File: src/rtl/cpu_clock_ctrl.sv
// cpu_clock_ctrl
//   Generates the CPU clock phi2 from fpga_clk. phi2 is free-running while
//   run is high, or produces a single cycle on a step_req pulse while halted.
//   Each phi2 phase lasts active_div+1 fpga_clk cycles. A new divider is
//   staged with div_load and only takes effect at a cycle boundary (end of
//   HIGH) or while idle, so a phase is never shortened or stretched.
//
// Ports
//   fpga_clk     in   system clock, all flops on rising edge
//   reset        in   asynchronous active-high reset
//   half_div     in   requested divider (half-period = half_div+1 cycles)
//   div_load     in   one-cycle pulse capturing half_div as pending divider
//   run          in   level, enables free-running phi2
//   step_req     in   one-cycle pulse, one phi2 cycle while halted
//   step_ack     out  one-cycle pulse when the stepped cycle completes
//   phi2         out  generated CPU clock (registered)
//   phi2_rise    out  one-cycle pulse in the cycle phi2 becomes 1
//   phi2_fall    out  one-cycle pulse in the cycle phi2 becomes 0
//   halted       out  high while idle (phi2 stopped low)
//   cycle_count  out  completed phi2 cycles, wraps at 2^32

module cpu_clock_ctrl #(
    parameter int DIV_W        = 8,
    parameter int DEFAULT_HALF = 1
) (
    input  logic             fpga_clk,
    input  logic             reset,
    input  logic [DIV_W-1:0] half_div,
    input  logic             div_load,
    input  logic             run,
    input  logic             step_req,
    output logic             step_ack,
    output logic             phi2,
    output logic             phi2_rise,
    output logic             phi2_fall,
    output logic             halted,
    output logic [31:0]      cycle_count
);

    typedef enum logic [1:0] {
        IDLE = 2'd0,
        LOW  = 2'd1,
        HIGH = 2'd2
    } state_t;

    localparam logic [DIV_W-1:0] CNT_ONE   = DIV_W'(1);
    localparam logic [DIV_W-1:0] DIV_RESET = DIV_W'(DEFAULT_HALF);

    state_t           state, state_nxt;
    logic [DIV_W-1:0] cnt, cnt_nxt;
    logic [DIV_W-1:0] active_div, active_div_nxt;
    logic [DIV_W-1:0] pending_div, pending_div_nxt;
    logic             pending_vld, pending_vld_nxt;
    logic             step_mode, step_mode_nxt;
    logic             phi2_nxt, rise_nxt, fall_nxt, ack_nxt;
    logic [31:0]      cycle_count_nxt;
    logic             phase_end;
    logic             boundary;
    logic             div_apply;

    assign phase_end = (cnt == active_div);
    // End of HIGH closes a phi2 cycle; this is the only place besides IDLE
    // where the divider may change without distorting a phase.
    assign boundary  = (state == HIGH) && phase_end;
    assign div_apply = boundary || (state == IDLE);
    assign halted    = (state == IDLE);

    always_comb begin
        state_nxt       = state;
        cnt_nxt         = cnt;
        step_mode_nxt   = step_mode;
        phi2_nxt        = phi2;
        rise_nxt        = 1'b0;
        fall_nxt        = 1'b0;
        ack_nxt         = 1'b0;
        cycle_count_nxt = cycle_count;

        unique case (state)
            IDLE: begin
                phi2_nxt = 1'b0;
                // run wins over step_req when both are present
                if (run) begin
                    state_nxt     = LOW;
                    cnt_nxt       = '0;
                    step_mode_nxt = 1'b0;
                end else if (step_req) begin
                    state_nxt     = LOW;
                    cnt_nxt       = '0;
                    step_mode_nxt = 1'b1;
                end
            end
            LOW: begin
                if (phase_end) begin
                    state_nxt = HIGH;
                    cnt_nxt   = '0;
                    phi2_nxt  = 1'b1;
                    rise_nxt  = 1'b1;
                end else begin
                    cnt_nxt = cnt + CNT_ONE;
                end
            end
            HIGH: begin
                if (phase_end) begin
                    cnt_nxt         = '0;
                    phi2_nxt        = 1'b0;
                    fall_nxt        = 1'b1;
                    cycle_count_nxt = cycle_count + 32'd1;
                    if (step_mode) begin
                        ack_nxt   = 1'b1;
                        state_nxt = IDLE;
                    end else if (!run) begin
                        state_nxt = IDLE;
                    end else begin
                        state_nxt = LOW;
                    end
                end else begin
                    cnt_nxt = cnt + CNT_ONE;
                end
            end
            default: begin
                state_nxt = IDLE;
                cnt_nxt   = '0;
                phi2_nxt  = 1'b0;
            end
        endcase
    end

    // A load arriving on the apply edge bypasses the pending register so the
    // newest request wins; otherwise a staged value is promoted.
    always_comb begin
        active_div_nxt  = active_div;
        pending_div_nxt = pending_div;
        pending_vld_nxt = pending_vld;

        if (div_apply) begin
            if (div_load) begin
                active_div_nxt = half_div;
            end else if (pending_vld) begin
                active_div_nxt = pending_div;
            end
            pending_vld_nxt = 1'b0;
        end else if (div_load) begin
            pending_div_nxt = half_div;
            pending_vld_nxt = 1'b1;
        end
    end

    always_ff @(posedge fpga_clk or posedge reset) begin
        if (reset) begin
            state       <= IDLE;
            cnt         <= '0;
            step_mode   <= 1'b0;
            phi2        <= 1'b0;
            phi2_rise   <= 1'b0;
            phi2_fall   <= 1'b0;
            step_ack    <= 1'b0;
            cycle_count <= 32'd0;
            active_div  <= DIV_RESET;
            pending_div <= '0;
            pending_vld <= 1'b0;
        end else begin
            state       <= state_nxt;
            cnt         <= cnt_nxt;
            step_mode   <= step_mode_nxt;
            phi2        <= phi2_nxt;
            phi2_rise   <= rise_nxt;
            phi2_fall   <= fall_nxt;
            step_ack    <= ack_nxt;
            cycle_count <= cycle_count_nxt;
            active_div  <= active_div_nxt;
            pending_div <= pending_div_nxt;
            pending_vld <= pending_vld_nxt;
        end
    end

endmodule

File: config.mk
export PLATFORM = sky130hd
export DESIGN_NAME = cpu_clock_ctrl
export DESIGN_NICKNAME = d
export VERILOG_FILES = /design/src/rtl/cpu_clock_ctrl.sv
export SDC_FILE = /design/constraint.sdc
export NUM_CORES = 1
export LEC_CHECK = 0
export BUFFER_PORTS_ARGS = -buffer_cell sky130_fd_sc_hd__buf_2
export CAP_MARGIN = 25
export CORE_MARGIN = 10
export CORE_UTILIZATION = 35
export DETAILED_ROUTE_END_ITERATION = 10
export PLACE_DENSITY = 0.6
export RECOVER_POWER = 50
export SYNTH_ARGS = -nofsm -noshare
export SYNTH_HDL_FRONTEND = slang
export SYNTH_SLANG_ARGS = --single-unit
File: constraint.sdc
create_clock -name fpga_clk -period 4.84 [get_ports fpga_clk]
set_input_delay 0.484 -clock fpga_clk [delete_from_list [all_inputs] [get_ports fpga_clk]]
set_output_delay 0.484 -clock fpga_clk [all_outputs]
set_load 0.05 [all_outputs]
==> results of run 1 <==
-- metal layers --
layer	vias up	wire, um	track usage
met2	38	2840	0.157
met5	-	0	0
met3	10	394	0.0458
li1	1067	-	-
met1	1012	3150	0.137
met4	0	92	0.0330
-- stage by stage --
step / setup WS [ps] / hold slack [ps] / total power [mW]
5_1_grt: 1360 / 354 / 1.56
3_5_place_dp: 2400 / 457 / 1.03
3_3_place_gp: 2480 / 456 / 1.03
4_1_cts: 2360 / 204 / 1.48
6_report: 2010 / 355 / 1.46
2_1_floorplan: 2690 / 459 / 0.956
-- critical path, delay by kind of cell --
kind     cells  cell delay (ps)
buf+inv      3             2350
-- worst min path at each step --
stage | depth (start not counted) | start | slack, ps | to
after global routing | 2 | run | 350 | step_mode
after detailed placement | 1 | cycle_count[31] | 460 | cycle_count[31]
after global placement | 1 | cycle_count[31] | 460 | cycle_count[31]
after floorplan | 1 | pending_div[0] | 460 | pending_div[0]
after CTS | 2 | reset | 200 | pending_div[4]
final | 2 | run | 360 | step_mode
-- cells by family (layout without fill, tap and decap cells) --
group	count (synthesis)	count (layout)	synth area share
xor+xnor	45	45	0.131
simple gates	98	98	0.184
flops	64	64	0.533
fa+ha+maj	6	6	0.0250
mux	8	8	0.0300
buf+inv	17	77	0.0258
compound gates	31	31	0.0712
-- area by class of cell --
class | instances | area [um^2] | share of cell area
Clock buffer | 10 | 128 | 0.0363
Clock inverter | 6 | 60.1 | 0.0171
Inverter | 11 | 41.3 | 0.0117
Multi-Input combinational cell | 188 | 1330 | 0.377
Sequential cell | 64 | 1600 | 0.456
Tap cell | 105 | 131 | 0.0374
Timing Repair Buffer | 50 | 229 | 0.0651
-- cell usage in the layout (no fill, tap or decap), types with 2 or more instances in the layout --
cell | synthesis | final
mux2_2 | 7 | 7
o21ai_0 | 4 | 4
xor2_1 | 14 | 14
nor4_1 | 2 | 2
nand2_1 | 16 | 16
nor3_1 | 8 | 8
inv_1 | 11 | 11
nor2_1 | 17 | 17
clkinvlp_4 | 0 | 2
clkinv_2 | 0 | 3
and4_1 | 4 | 4
clkbuf_1 | 2 | 18
xnor2_1 | 31 | 31
nand3_1 | 18 | 18
and3_1 | 11 | 11
nand4_1 | 13 | 13
o22ai_1 | 8 | 8
buf_2 | 2 | 33
dfrtp_1 | 63 | 63
a2bb2oi_1 | 7 | 7
a21oi_1 | 6 | 6
clkbuf_8 | 0 | 9
ha_1 | 6 | 6
-- synth_stat cells --
cell       number  area share
nor4_4          1      0.0071
nor4_1          2      0.0042
dfrtp_1        63        0.52
o22ai_1         8       0.017
nor3b_2         1      0.0042
a22oi_1         1      0.0025
nor2_2          1      0.0021
nand2_1        16       0.020
buf_4           1      0.0025
a21oi_1         6       0.010
o21ai_0         4      0.0067
clkbuf_1        2      0.0025
and3_1         11       0.023
nand4_2         1      0.0042
nor2_1         17       0.021
inv_1          11       0.014
a31oi_1         1      0.0021
mux2_2          7       0.026
nor3_1          8       0.013
o2bb2a_1        1      0.0033
o31ai_2         1      0.0042
and4_1          4       0.012
nor4_2          1      0.0042
nor3_2          1      0.0033
ha_1            6       0.025
nand3_1        18       0.030
or3b_2          1      0.0029
dfstp_2         1      0.0087
mux2_1          1      0.0037
a2bb2oi_1       7       0.020
xor2_1         14       0.041
buf_6           1      0.0037
nand4_1        13       0.027
buf_2           2      0.0033
xnor2_1        31       0.090
o41ai_1         1      0.0029
and2_1          1      0.0021
nand3_2         1      0.0033
o21a_1          1      0.0025
-- flip-flops by register name, indices dropped and copies added, names as in the netlist --
name,count
step_mode,1
pending_div,8
phi2_fall,1
phi2_rise,1
step_ack,1
cycle_count,32
cnt,8
phi2,1
state,2
pending_vld,1
active_div,8
-- power groups by stage --
stage          logic (mW)  registers [mW]  clock network [mW]
2_1_floorplan       0.274           0.682                   0
3_3_place_gp        0.326           0.699                   0
3_5_place_dp        0.331           0.700                   0
4_1_cts             0.332           0.692               0.459
5_1_grt             0.371           0.704               0.483
6_report            0.327           0.691               0.445
==> run_results.csv, run 1 <==
group,metric,value,unit
outcome,outcome,"finished with violations",
outcome,violations,"max-capacitance violations, max-slew violations",
die,rows,33,
worst_setup_path,cp_slowest_cell,"clkbuf_1",
synthesis,syn_inst,269,
worst_setup_path,crit_end,"cycle_count[0]",
clock_network,insertion_delay,340,ps
worst_setup_path,worst-r2r-cell-count,5,
die,die-width,113,um
timing,clock_skew,10.3,ps
die,core,8300,um^2
timing,drv_slew,39,
clock_network,tritoncts,"done",
timing,setup_tns,0,ps
detailed_routing,dr.pass1.iters,4,
worst_setup_path,arrival,2860,ps
placement,io_buffers,49,
detailed_routing,drc_errors,0,
min_path,hp-class,"input port to flop",
die,die-height,113,um
timing,period_share,0.584,
placement,dpl_cell_area,3350,um^2
timing,period_needed,2830,ps
worst_setup_path,worstPathRequired,4880,ps
synthesis,syn_nets,288,
global_routing,grt-ovfl-total,0,
job,maxCapViolations,1,
timing,finalSetupViolations,0,
final_layout,num-nets-final,343,
worst_setup_path,cp-end-kind,"async pin",
synthesis,ys_seq_area_frac,0.533,
final_layout,antenna_cells,0,
die,initial_core_util,0.362,
clock_network,cts-root-buf,"clkbuf_8",
detailed_routing,wl_per_cell,14.9,um
clock_network,hold_buffers,0,
worst_setup_path,crit_start,"reset",
global_routing,antenna_found_initial,0,
clock_network,cts_setup_buffers,0,
pwr,p_sw_frac,0.310,
final_layout,instances_no_fill,434,
final_layout,n_fill_cell,813,
clock_network,post_cts_resize_count,0,
synthesis,yosysWarnings,0,
timing,worst_pin_slew,2070,ps
worst_setup_path,path_class,"input port to async pin",
placement,dp_cells,418,
global_routing,grt.total_usage,0.106,
global_routing,grt_pass1_vias,2204,
timing,rsz0062_at_grt,"no",
final_layout,fin_util,0.424,
detailed_routing,drtIter0Drc,76,
detailed_routing,viasPerCell,4.90,
detailed_routing,ant_nets,0,
timing,hold_viol_final,0,
pwr,p_leak,1.63,nW
clock_network,cts.path.max_buffers,2,
detailed_routing,num_vias,2127,
worst_setup_path,worst-r2r-setup-slack,2360,ps
pwr,powerDensity,416,nW/um^2
final_layout,stdcell_area,3520,um^2
worst_setup_path,path_cells,"buf_2, inv_1, clkbuf_1",
die,ios,50,
final_layout,drive_gt1_frac,0.198,
pwr,p_int,1.01,mW
pwr,combPwrFrac,0.223,
synthesis,ys_types,39,
worst_setup_path,r2r_start,"active_div[0]",
timing,fmax,354,MHz
pwr,pwr-share-clk,0.304,
pwr,power_frac_seq,0.472,
pwr,switching_power,0.453,mW
worst_setup_path,startpoint_type,"input port",
worst_setup_path,slowest_delay,1550,ps
global_routing,grt_pass1_wl,11100,um
synthesis,synthesis.area,3010,um^2
die,die_area,12700,um^2
synthesis,synth_area_per_cell,11.2,um^2
synthesis,yosys_register_bits,64,
clock_network,cts.sinks,64,
placement,gp_congestion,0.789,
timing,slew_headroom,-0.381,
global_routing,grt_max_degree,39,
clock_network,clk_pin_slew,70,ps
placement,dp_hpwl,4720,um
clock_network,cts_buffers,9,
worst_setup_path,cp_max_fo,38,
worst_setup_path,r2r-end,"pending_div[0]",
clock_network,htree_levels,3,
detailed_routing,routed_wl,6480,um
final_layout,area_growth,17.0,%
pwr,irDropWorstVdd,202,uV
(Power assumes the default switching activity.)
==> run 2: changes to the inputs <==
--- a/config.mk
+++ b/config.mk
@@ -10,7 +10,7 @@
 export CORE_MARGIN = 10
 export CORE_UTILIZATION = 35
 export DETAILED_ROUTE_END_ITERATION = 10
-export PLACE_DENSITY = 0.6
+export PLACE_DENSITY = 0.62
 export RECOVER_POWER = 50
 export SYNTH_ARGS = -nofsm -noshare
 export SYNTH_HDL_FRONTEND = slang
==> constraint.sdc (replaced) <==
create_clock -name fpga_clk -period 2.5 [get_ports fpga_clk]
set_input_delay 0.25 -clock fpga_clk [delete_from_list [all_inputs] [get_ports fpga_clk]]
set_output_delay 0.25 -clock fpga_clk [all_outputs]
set_load 0.05 [all_outputs]
==> run_results.csv, run 2 (synthesis results as in run 1) <==
group,metric,value,unit
worst_setup_path,worst-r2r-cell-count,5,
min_path,hp-class,"input port to flop",
job,maxCapViolations,0,
outcome,outcome,"completed",
timing,hold_viol_final,0,
timing,period_needed,2040,ps
global_routing,grt_pass1_vias,2270,
clock_network,cts-root-buf,"clkbuf_8",
final_layout,n_fill_cell,787,
worst_setup_path,crit_family,"flip-flops",
detailed_routing,dr.pass1.iters,4,
clock_network,cts.sinks,64,
pwr,pwr-share-clk,0.312,
timing,period_share,0.818,
clock_network,htree_levels,3,
worst_setup_path,cp-end-kind,"flop",
timing,setup_tns,0,ps
die,rows,33,
die,die-height,113,um
pwr,switching_power,0.914,mW
worst_setup_path,r2r_start,"cnt[4]",
die,core,8300,um^2
die,initial_core_util,0.362,
die,die-width,113,um
timing,worst_pin_slew,1170,ps
worst_setup_path,cp_max_fo,8,
pwr,p_sw_frac,0.313,
pwr,combPwrFrac,0.227,
worst_setup_path,crit_start,"cnt[4]",
detailed_routing,routed_wl,6720,um
global_routing,grt.total_usage,0.111,
final_layout,regArea,1600,um^2
detailed_routing,ant_nets,0,
worst_setup_path,r2r-end,"pending_div[0]",
timing,slew_headroom,0.220,
final_layout,largest_reg_flops,32,
worst_setup_path,worstPathRequired,2730,ps
pwr,power_frac_seq,0.461,
timing,drv_slew,0,
timing,finalSetupViolations,0,
timing,fmax,489,MHz
worst_setup_path,crit_end,"pending_div[0]",
final_layout,mostFrequentLayoutCells,"dfrtp_1 (63), buf_2 (32), xnor2_1 (31)",
clock_network,tritoncts,"done",
worst_setup_path,cp_num_cells,5,
timing,layout_setup_ws,456,ps
pwr,irDropWorstVdd,329,uV
placement,dp_hpwl,4950,um
timing,fin_hold_ws,138,ps
detailed_routing,wl_per_cell,15.3,um
die,die_area,12700,um^2
placement,io_buffers,49,
detailed_routing,drtIter0Drc,106,
final_layout,largest_register,"cycle_count",
worst_setup_path,path_cells,"xnor2_1, nand4_2, o31ai_2, nor2_2, mux2_1",
worst_setup_path,startpoint_type,"flop",
worst_setup_path,cp_slowest_cell,"dfrtp_1",
worst_setup_path,slowest_delay,420,ps
clock_network,clk_pin_slew,70,ps
worst_setup_path,crit_buf_inv,0,
timing,rsz0062_at_grt,"no",
detailed_routing,viasPerCell,5.09,
clock_network,insertion_delay,340,ps
clock_network,cts_buffers,9,
pwr,powerDensity,812,nW/um^2
worst_setup_path,worst-r2r-setup-slack,460,ps
worst_setup_path,path_class,"flop to flop",
worst_setup_path,arrival,2270,ps
placement,gp_congestion,0.791,
final_layout,layout_commonest_cell,"dfrtp_1",
detailed_routing,drc_errors,0,
global_routing,grt_pass1_wl,11500,um
placement,pre_cts_ws,457,ps
global_routing,antenna_found_initial,0,
final_layout,antenna_cells,0,
final_layout,drive_gt1_frac,0.210,
die,ios,50,
final_layout,area_growth,19.5,%
global_routing,grt-ovfl-total,0,
final_layout,multi_input_area,1330,um^2
detailed_routing,num_vias,2233,
pwr,p_int,2.00,mW
clock_network,cts_setup_buffers,0,
pwr,p_leak,1.67,nW
global_routing,grt_max_degree,37,
final_layout,num-nets-final,348,
min_path,worstHoldStart,"run",
clock_network,cts.path.max_buffers,2,
timing,clock_skew,10.4,ps
==> run 2: what timing repair did <==
action,4_1_cts,5_1_grt
hold buffers,1,0
resized for setup,0,0
endpoints found under the hold margin,4,0
==> run 2: stage by stage <==
stage	instance area (um^2)	util	instances	power (mW)
2_1_floorplan	3010	-	269	1.85
3_3_place_gp	3400	0.409	422	1.99
3_5_place_dp	3400	0.409	422	2.02
4_1_cts	3610	0.435	439	2.95
5_1_grt	3590	0.433	439	3.09
6_report	3590	0.433	439	2.92
==> run 2: layout make-up <==
cell class	count	share of cell area
clock buffer	10	0.0383
timing repair buffer	55	0.0791
clock inverter	6	0.0192
inverter	11	0.0115
sequential	64	0.446
tap	105	0.0366
multi-input combinational	188	0.369
==> run 2: power by group through the flow <==
| stage | Clock, mW | Sequential [mW] | Combinational [mW] |
|---|---|---|---|
| floorplan | 0 | 1.32 | 0.530 |
| global placement | 0 | 1.35 | 0.634 |
| detailed placement | 0 | 1.36 | 0.663 |
| CTS | 0.936 | 1.35 | 0.666 |
| global route | 0.979 | 1.37 | 0.741 |
| finish | 0.910 | 1.35 | 0.661 |
==> run 2: worst min-delay path by stage <==
stage / end / slack [ps] / depth (start not counted)
2_1_floorplan: step_mode / 340 / 1
3_3_place_gp: pending_div[5] / 380 / 2
3_5_place_dp: pending_div[6] / 380 / 2
4_1_cts: step_mode / 120 / 2
5_1_grt: step_mode / 140 / 2
6_report: step_mode / 140 / 2
==> run 2: layer usage <==
layer | share of wire | GRT usage
met2 | 0.47 | 0.169
met4 | 0.020 | 0.0575
met3 | 0.058 | 0.0378
met5 | 0 | 0
met1 | 0.45 | 0.136
